### src/rtl/qrd_pkg.sv
// Shared types, default sizes and the popcount helper for the quiz rank detector.
package qrd_pkg;

    typedef enum logic [1:0] {
        QRD_IDLE  = 2'd0,
        QRD_ARMED = 2'd1,
        QRD_DONE  = 2'd2
    } qrd_state_e;

    localparam int unsigned QRD_N_BTN   = 8;
    localparam int unsigned QRD_RANK_W  = 4;
    localparam int unsigned QRD_MAX_BTN = 16;
    localparam int unsigned QRD_POP_W   = 5;

    function automatic logic [QRD_POP_W-1:0] qrd_popcount(input logic [QRD_MAX_BTN-1:0] v);
        logic [QRD_POP_W-1:0] c;
        c = '0;
        for (int i = 0; i < QRD_MAX_BTN; i++) begin
            c = c + QRD_POP_W'(v[i]);
        end
        return c;
    endfunction

endpackage

### src/rtl/qrd_btn_cond.sv
// Per-channel button conditioning: synchroniser, optional debounce, rising-edge press pulse.
// Debounce is built only when QRD_DEBOUNCE_EN is defined.
module qrd_btn_cond
    import qrd_pkg::*;
#(
    parameter int unsigned SYNC_STAGES = 2,
    parameter int unsigned DB_CYCLES   = 16
) (
    input  logic m_clock,
    input  logic p_reset,
    input  logic bt_in,
    output logic press
);

    if (SYNC_STAGES < 2 || DB_CYCLES < 1) begin : g_bad_params
        $error("qrd_btn_cond: SYNC_STAGES must be >= 2 and DB_CYCLES >= 1");
    end

    logic [SYNC_STAGES-1:0] sync_q, sync_d;
    logic                   prev_q, prev_d;
    logic                   level;

    assign sync_d = {sync_q[SYNC_STAGES-2:0], bt_in};

`ifdef QRD_DEBOUNCE_EN
    localparam int unsigned CNT_W = $clog2(DB_CYCLES + 1);

    logic             db_q, db_d;
    logic [CNT_W-1:0] cnt_q, cnt_d;

    // The level flips only after DB_CYCLES consecutive samples that disagree with it.
    always_comb begin
        db_d  = db_q;
        cnt_d = cnt_q;
        if (sync_q[SYNC_STAGES-1] == db_q) begin
            cnt_d = '0;
        end else if (cnt_q == CNT_W'(DB_CYCLES - 1)) begin
            db_d  = sync_q[SYNC_STAGES-1];
            cnt_d = '0;
        end else begin
            cnt_d = cnt_q + CNT_W'(1);
        end
    end

    always_ff @(posedge m_clock or negedge p_reset) begin
        if (!p_reset) begin
            db_q  <= 1'b0;
            cnt_q <= '0;
        end else begin
            db_q  <= db_d;
            cnt_q <= cnt_d;
        end
    end

    assign level = db_q;
`else
    assign level = sync_q[SYNC_STAGES-1];
`endif

    assign prev_d = level;
    assign press  = level & ~prev_q;

    always_ff @(posedge m_clock or negedge p_reset) begin
        if (!p_reset) begin
            sync_q <= '0;
            prev_q <= 1'b0;
        end else begin
            sync_q <= sync_d;
            prev_q <= prev_d;
        end
    end

endmodule

### src/rtl/quiz_rank_detector.sv
// N-channel quiz-button arbiter: ranks rising-edge presses per round with competition ties,
// flags presses before arming as fouls. Optional debounce via QRD_DEBOUNCE_EN.
module quiz_rank_detector
    import qrd_pkg::*;
#(
    parameter int unsigned N_BTN       = QRD_N_BTN,
    parameter int unsigned RANK_W      = QRD_RANK_W,
    parameter int unsigned SYNC_STAGES = 2,
    parameter int unsigned DB_CYCLES   = 16
) (
    input  logic                     m_clock,
    input  logic                     p_reset,
    input  logic                     clear,
    input  logic                     arm,
    input  logic [N_BTN-1:0]         BT,
    output logic [N_BTN*RANK_W-1:0]  RANK_OUT,
    output logic [N_BTN-1:0]         foul,
    output logic [RANK_W-1:0]        first_id,
    output logic                     first_valid,
    output logic [RANK_W-1:0]        press_cnt,
    output logic                     all_done
);

    if (N_BTN < 2 || N_BTN > QRD_MAX_BTN || RANK_W < $clog2(N_BTN + 1)) begin : g_bad_params
        $error("quiz_rank_detector: N_BTN must be 2..16 and RANK_W must hold N_BTN");
    end

    logic [N_BTN-1:0] press;

    genvar gi;
    generate
        for (gi = 0; gi < N_BTN; gi++) begin : g_btn
            qrd_btn_cond #(
                .SYNC_STAGES (SYNC_STAGES),
                .DB_CYCLES   (DB_CYCLES)
            ) u_cond (
                .m_clock (m_clock),
                .p_reset (p_reset),
                .bt_in   (BT[gi]),
                .press   (press[gi])
            );
        end
    endgenerate

    qrd_state_e                     state_q, state_d;
    logic [N_BTN-1:0][RANK_W-1:0]   rank_q, rank_d;
    logic [N_BTN-1:0]               foul_q, foul_d;
    logic [RANK_W-1:0]              cnt_q, cnt_d;
    logic [RANK_W-1:0]              first_id_q, first_id_d;
    logic                           first_valid_q, first_valid_d;

    logic [N_BTN-1:0]       ranked;
    logic [N_BTN-1:0]       win;
    logic [QRD_MAX_BTN-1:0] win_ext;
    logic [RANK_W-1:0]      win_cnt;

    always_comb begin
        for (int i = 0; i < N_BTN; i++) begin
            ranked[i] = |rank_q[i];
        end
    end

    // Eligible presses this cycle: not yet ranked and not fouled.
    assign win = press & ~foul_q & ~ranked;

    always_comb begin
        win_ext = '0;
        win_ext[N_BTN-1:0] = win;
    end

    assign win_cnt = RANK_W'(qrd_popcount(win_ext));

    always_comb begin
        state_d       = state_q;
        rank_d        = rank_q;
        foul_d        = foul_q;
        cnt_d         = cnt_q;
        first_id_d    = first_id_q;
        first_valid_d = first_valid_q;
        if (clear) begin
            state_d       = QRD_IDLE;
            rank_d        = '0;
            foul_d        = '0;
            cnt_d         = '0;
            first_id_d    = '0;
            first_valid_d = 1'b0;
        end else begin
            unique case (state_q)
                QRD_IDLE: begin
                    foul_d = foul_q | press;
                    if (arm) begin
                        state_d = QRD_ARMED;
                    end
                end
                QRD_ARMED: begin
                    if ((ranked | foul_q) == '1) begin
                        state_d = QRD_DONE;
                    end else begin
                        for (int i = 0; i < N_BTN; i++) begin
                            if (win[i]) begin
                                rank_d[i] = cnt_q + RANK_W'(1);
                            end
                        end
                        cnt_d = cnt_q + win_cnt;
                        // Lowest index among the rank-1 set wins the tie.
                        if (cnt_q == '0 && win != '0) begin
                            first_valid_d = 1'b1;
                            for (int i = N_BTN - 1; i >= 0; i--) begin
                                if (win[i]) begin
                                    first_id_d = RANK_W'(i);
                                end
                            end
                        end
                    end
                end
                QRD_DONE: begin
                end
                default: state_d = QRD_IDLE;
            endcase
        end
    end

    always_ff @(posedge m_clock or negedge p_reset) begin
        if (!p_reset) begin
            state_q       <= QRD_IDLE;
            rank_q        <= '0;
            foul_q        <= '0;
            cnt_q         <= '0;
            first_id_q    <= '0;
            first_valid_q <= 1'b0;
        end else begin
            state_q       <= state_d;
            rank_q        <= rank_d;
            foul_q        <= foul_d;
            cnt_q         <= cnt_d;
            first_id_q    <= first_id_d;
            first_valid_q <= first_valid_d;
        end
    end

    assign RANK_OUT    = rank_q;
    assign foul        = foul_q;
    assign first_id    = first_id_q;
    assign first_valid = first_valid_q;
    assign press_cnt   = cnt_q;
    assign all_done    = (state_q == QRD_DONE);

endmodule

### config.mk
export PLATFORM = sky130hd
export DESIGN_NAME = quiz_rank_detector
export DESIGN_NICKNAME = d
export VERILOG_FILES = /design/src/rtl/qrd_pkg.sv /design/src/rtl/qrd_btn_cond.sv /design/src/rtl/quiz_rank_detector.sv
export SDC_FILE = /design/constraint.sdc
export NUM_CORES = 1
export LEC_CHECK = 0
export BUFFER_PORTS_ARGS = -buffer_cell sky130_fd_sc_hd__buf_4
export CAP_MARGIN = 20
export CELL_PAD_IN_SITES_DETAIL_PLACEMENT = 0
export CELL_PAD_IN_SITES_GLOBAL_PLACEMENT = 2
export CORE_ASPECT_RATIO = 1.25
export CORE_MARGIN = 2
export CORE_UTILIZATION = 36
export CTS_BUF_LIST = sky130_fd_sc_hd__clkbuf_4 sky130_fd_sc_hd__clkbuf_8 sky130_fd_sc_hd__clkbuf_16
export DETAILED_ROUTE_END_ITERATION = 10
export GPL_TIMING_DRIVEN = 0
export PLACE_DENSITY = 0.84
export REMOVE_ABC_BUFFERS = 1
export SKIP_LAST_GASP = 1
export SLEW_MARGIN = 40
export SYNTH_ARGS = -nofsm -noshare
export SYNTH_HDL_FRONTEND = slang
export SYNTH_HIERARCHICAL = 1
export SYNTH_SLANG_ARGS = --single-unit
### constraint.sdc
create_clock -name m_clock -period 5.1 [get_ports m_clock]
set_input_delay 0.51 -clock m_clock [delete_from_list [all_inputs] [get_ports m_clock]]
set_output_delay 0.51 -clock m_clock [all_outputs]
set_load 0.01 [all_outputs]
==> results.toml <==
[status]
status = "complete, no violations"

[cts]
hold_buffers = 0
cts_buffer_depth = 2
htree_levels = 3
postCtsSetupBuffers = 0
cts-resized-gates = 0
clk_latency_ns = 0.35
clkSlewWorstSetupHoldPaths_ns = 0.08
cts_root_buf = "clkbuf_8"
clkSinkCount = 74
cts_buffers = 9
cts_tree = "built"

[critical_path]
rr_endpoint = "press_cnt[2]"
endpoint_kind = "register"
reg2reg_from = "RANK_OUT[9]"
cp_max_fo = 9
startpoint = "RANK_OUT[9]"
cp.required_ns = 5.31
path_buf_inv = 1
worstSetupStartpointType = "register"
cp.arrival_ns = 4.49
cp_cell_sequence = "or4_4 -> nor3b_4 -> fa_1 -> inv_1 -> fa_1 -> fa_1 -> fa_1 -> fa_1 -> xnor2_1 -> mux2i_1 -> nor2_1"
critPathMostFrequentCell = "fa_1"
reg2reg_slack_ns = 0.83
crit_path_max_incr_delay_ns = 0.56
crit_type = "reg2reg"
critical_path_depth = 11
crit_end = "press_cnt[2]"
critPathSlowestCell = "or4_4"
cp_top_family = "adder cells"
rr_worst_depth = 11

[floorplan]
core_sq_um = 8650
dieArea_sq_um = 9680
fp-row-count = 38
start_util_pct = 37.1
die_x_microns = 88.4
ios = 62
die_y_microns = 110

[sta]
hold_slack_ns = 0.170
slew_headroom_pct = 42.2
rsz0062_at_grt = "no"
max_freq_mhz = 234
setup_viol = 0
slew_violations = 0
tightest_slew_ns = 0.864
period_minus_slack_ns = 4.27
fin_setup_tns_ns = 0
hold_violations = 0
post-route-period-util_pct = 83.8
skew_ns = 0.0118

[pwr]
power.net_switching_uw = 393
power_leakage_nw = 1.92
pwr-share-comb_pct = 17.7
power.density_nw_per_um2 = 348
vdd_ir_drop_max_mv = 0.122
p_clk_share_pct = 35.9
power_frac_seq_pct = 46.4
swShare_pct = 28.3
p_int_uw = 994

[layout]
antenna_cells = 0
fin_nets = 360
final_common_cell = "dfrtp_1"
stdcell_area_sq_um = 3990
synthToLayoutAreaGrowth_pct = 24.3
layout_common_cells = "dfrtp_1, buf_4, nor2_1, inv_1"
drive_gt1_share_pct = 29.7

[global_routing]
antenna_found_initial = 0
globalRouteOverflowTotal = 0
grt_pass1_wl_microns = 12300
track_usage_pct = 16.9
grt_max_degree = 75
first_global_vias = 2367

[detailed_routing]
drtAntennaViolNets = 0
first_pass_iters = 5
drc = 0
routed_wirelength_microns = 7530
vias = 2268
drt-initial-drc-count = 93
wl_per_cell_microns = 16.4
via_per_inst = 4.93

[yosys]
synthArstFlopShare_pct = 100
netlist-cell-type-count = 50
synth_warnings = 6
ys_seq_area_share_pct = 57.7
ys_seq_elements = 74
synth_cells = 275
synth_edf_count = 0
synth_area_per_cell_sq_um = 11.7
netlist_area_sq_um = 3210
synthFlopType = "dfrtp_1"

[job]
cap_violations = 0

[place]
placed_area_sq_um = 3770
port_buffers = 60
gp_congestion = 0.807
dp_hpwl_microns = 5100

[hold_path]
min_path_type = "in2async"
per-layer routing:
metal,wire length (microns),global-route usage (%)
met1,3340,22.0
met2,3700,26.2
met3,372,5.11
met4,114,7.14
met5,0,0
Yosys cell counts (3+ instances only):
cell	n	area share, %
dfrtp_1	74	58
nor2_1	48	5.6
inv_1	21	2.5
a21oi_1	19	3.0
a31oi_1	19	3.7
nor2b_4	8	3.4
ha_1	7	2.7
fa_1	5	3.1
nand2_1	5	0.59
o21ai_0	5	0.78
o22ai_1	5	0.98
clkbuf_1	4	0.47
nor2b_1	4	0.78
or4_1	4	0.94
nand2b_1	3	0.59
worst register-to-register path, cell delays in order, from the launching register on:
cell and delay, ns:
dfrtp_1 0.40, or4_4 0.56, nor3b_4 0.42, fa_1 0.50, inv_1 0.09, fa_1 0.42, fa_1 0.53, fa_1 0.48
fa_1 0.40, xnor2_1 0.14, mux2i_1 0.14, nor2_1 0.05
through the flow:
| step | cells | setup slack (ns) | utilization [%] | power (mW) |
|---|---|---|---|---|
| 4_1_cts | 460 | 0.798 | 46.1 | 1.40 |
| 2_1_floorplan | 265 | 1.08 | - | 0.796 |
| 3_3_place_gp | 445 | 0.852 | 43.5 | 0.897 |
| 6_report | 460 | 0.825 | 46.1 | 1.39 |
| 5_1_grt | 460 | 0.598 | 46.1 | 1.46 |
| 3_5_place_dp | 445 | 0.825 | 43.6 | 0.903 |
worst min-delay path by stage:
stage	startpoint	end	slack, ns	depth (start not counted)
after floorplan	p_reset	RANK_OUT[0]	0.21	0
after global placement	g_btn[3].u_cond/sync_q[0]	g_btn[3].u_cond/sync_q[1]	0.33	0
after detailed placement	g_btn[3].u_cond/sync_q[0]	g_btn[3].u_cond/sync_q[1]	0.33	0
after CTS	p_reset	g_btn[7].u_cond/sync_q[0]	0.19	1
after global routing	p_reset	g_btn[7].u_cond/sync_q[1]	0.21	1
final	p_reset	g_btn[7].u_cond/sync_q[0]	0.17	1
cell type report:
| type | count | area, sq um |
|---|---|---|
| Fill cell | 839 | 4670 |
| Inverter | 22 | 82.6 |
| Clock buffer | 9 | 124 |
| Sequential cell | 74 | 1850 |
| Timing Repair Buffer | 60 | 454 |
| Multi-Input combinational cell | 169 | 1230 |
| Clock inverter | 6 | 90.1 |
| Tap cell | 120 | 150 |
logic make-up after synthesis:
kind of cell	after synthesis	synth area share [%]
adders and majority gates	12	5.85
muxes	3	1.09
other	1	0.117
AOI/OAI and AO/OA	61	13.5
DFF	74	57.7
xor gates and xnor gates	4	1.09
and+or+nand+nor	88	16.6
buffers and inverters	32	3.98
registers in the layout, summed over array words and instances, names as in the netlist:
signal / flops
g_btn.u_cond/sync_q: 16
RANK_OUT: 32
first_valid: 1
state_q: 2
first_id: 3
press_cnt: 4
foul: 8
g_btn.u_cond/prev_q: 8
power by group through the flow:
stage	logic [mW]	registers, mW	clock network [mW]
CTS	0.249	0.644	0.508
floorplan	0.138	0.658	0
global route	0.274	0.648	0.536
detailed placement	0.248	0.656	0
finish	0.246	0.643	0.498
global placement	0.242	0.655	0
Note: power is estimated with default switching activity, not from simulation.
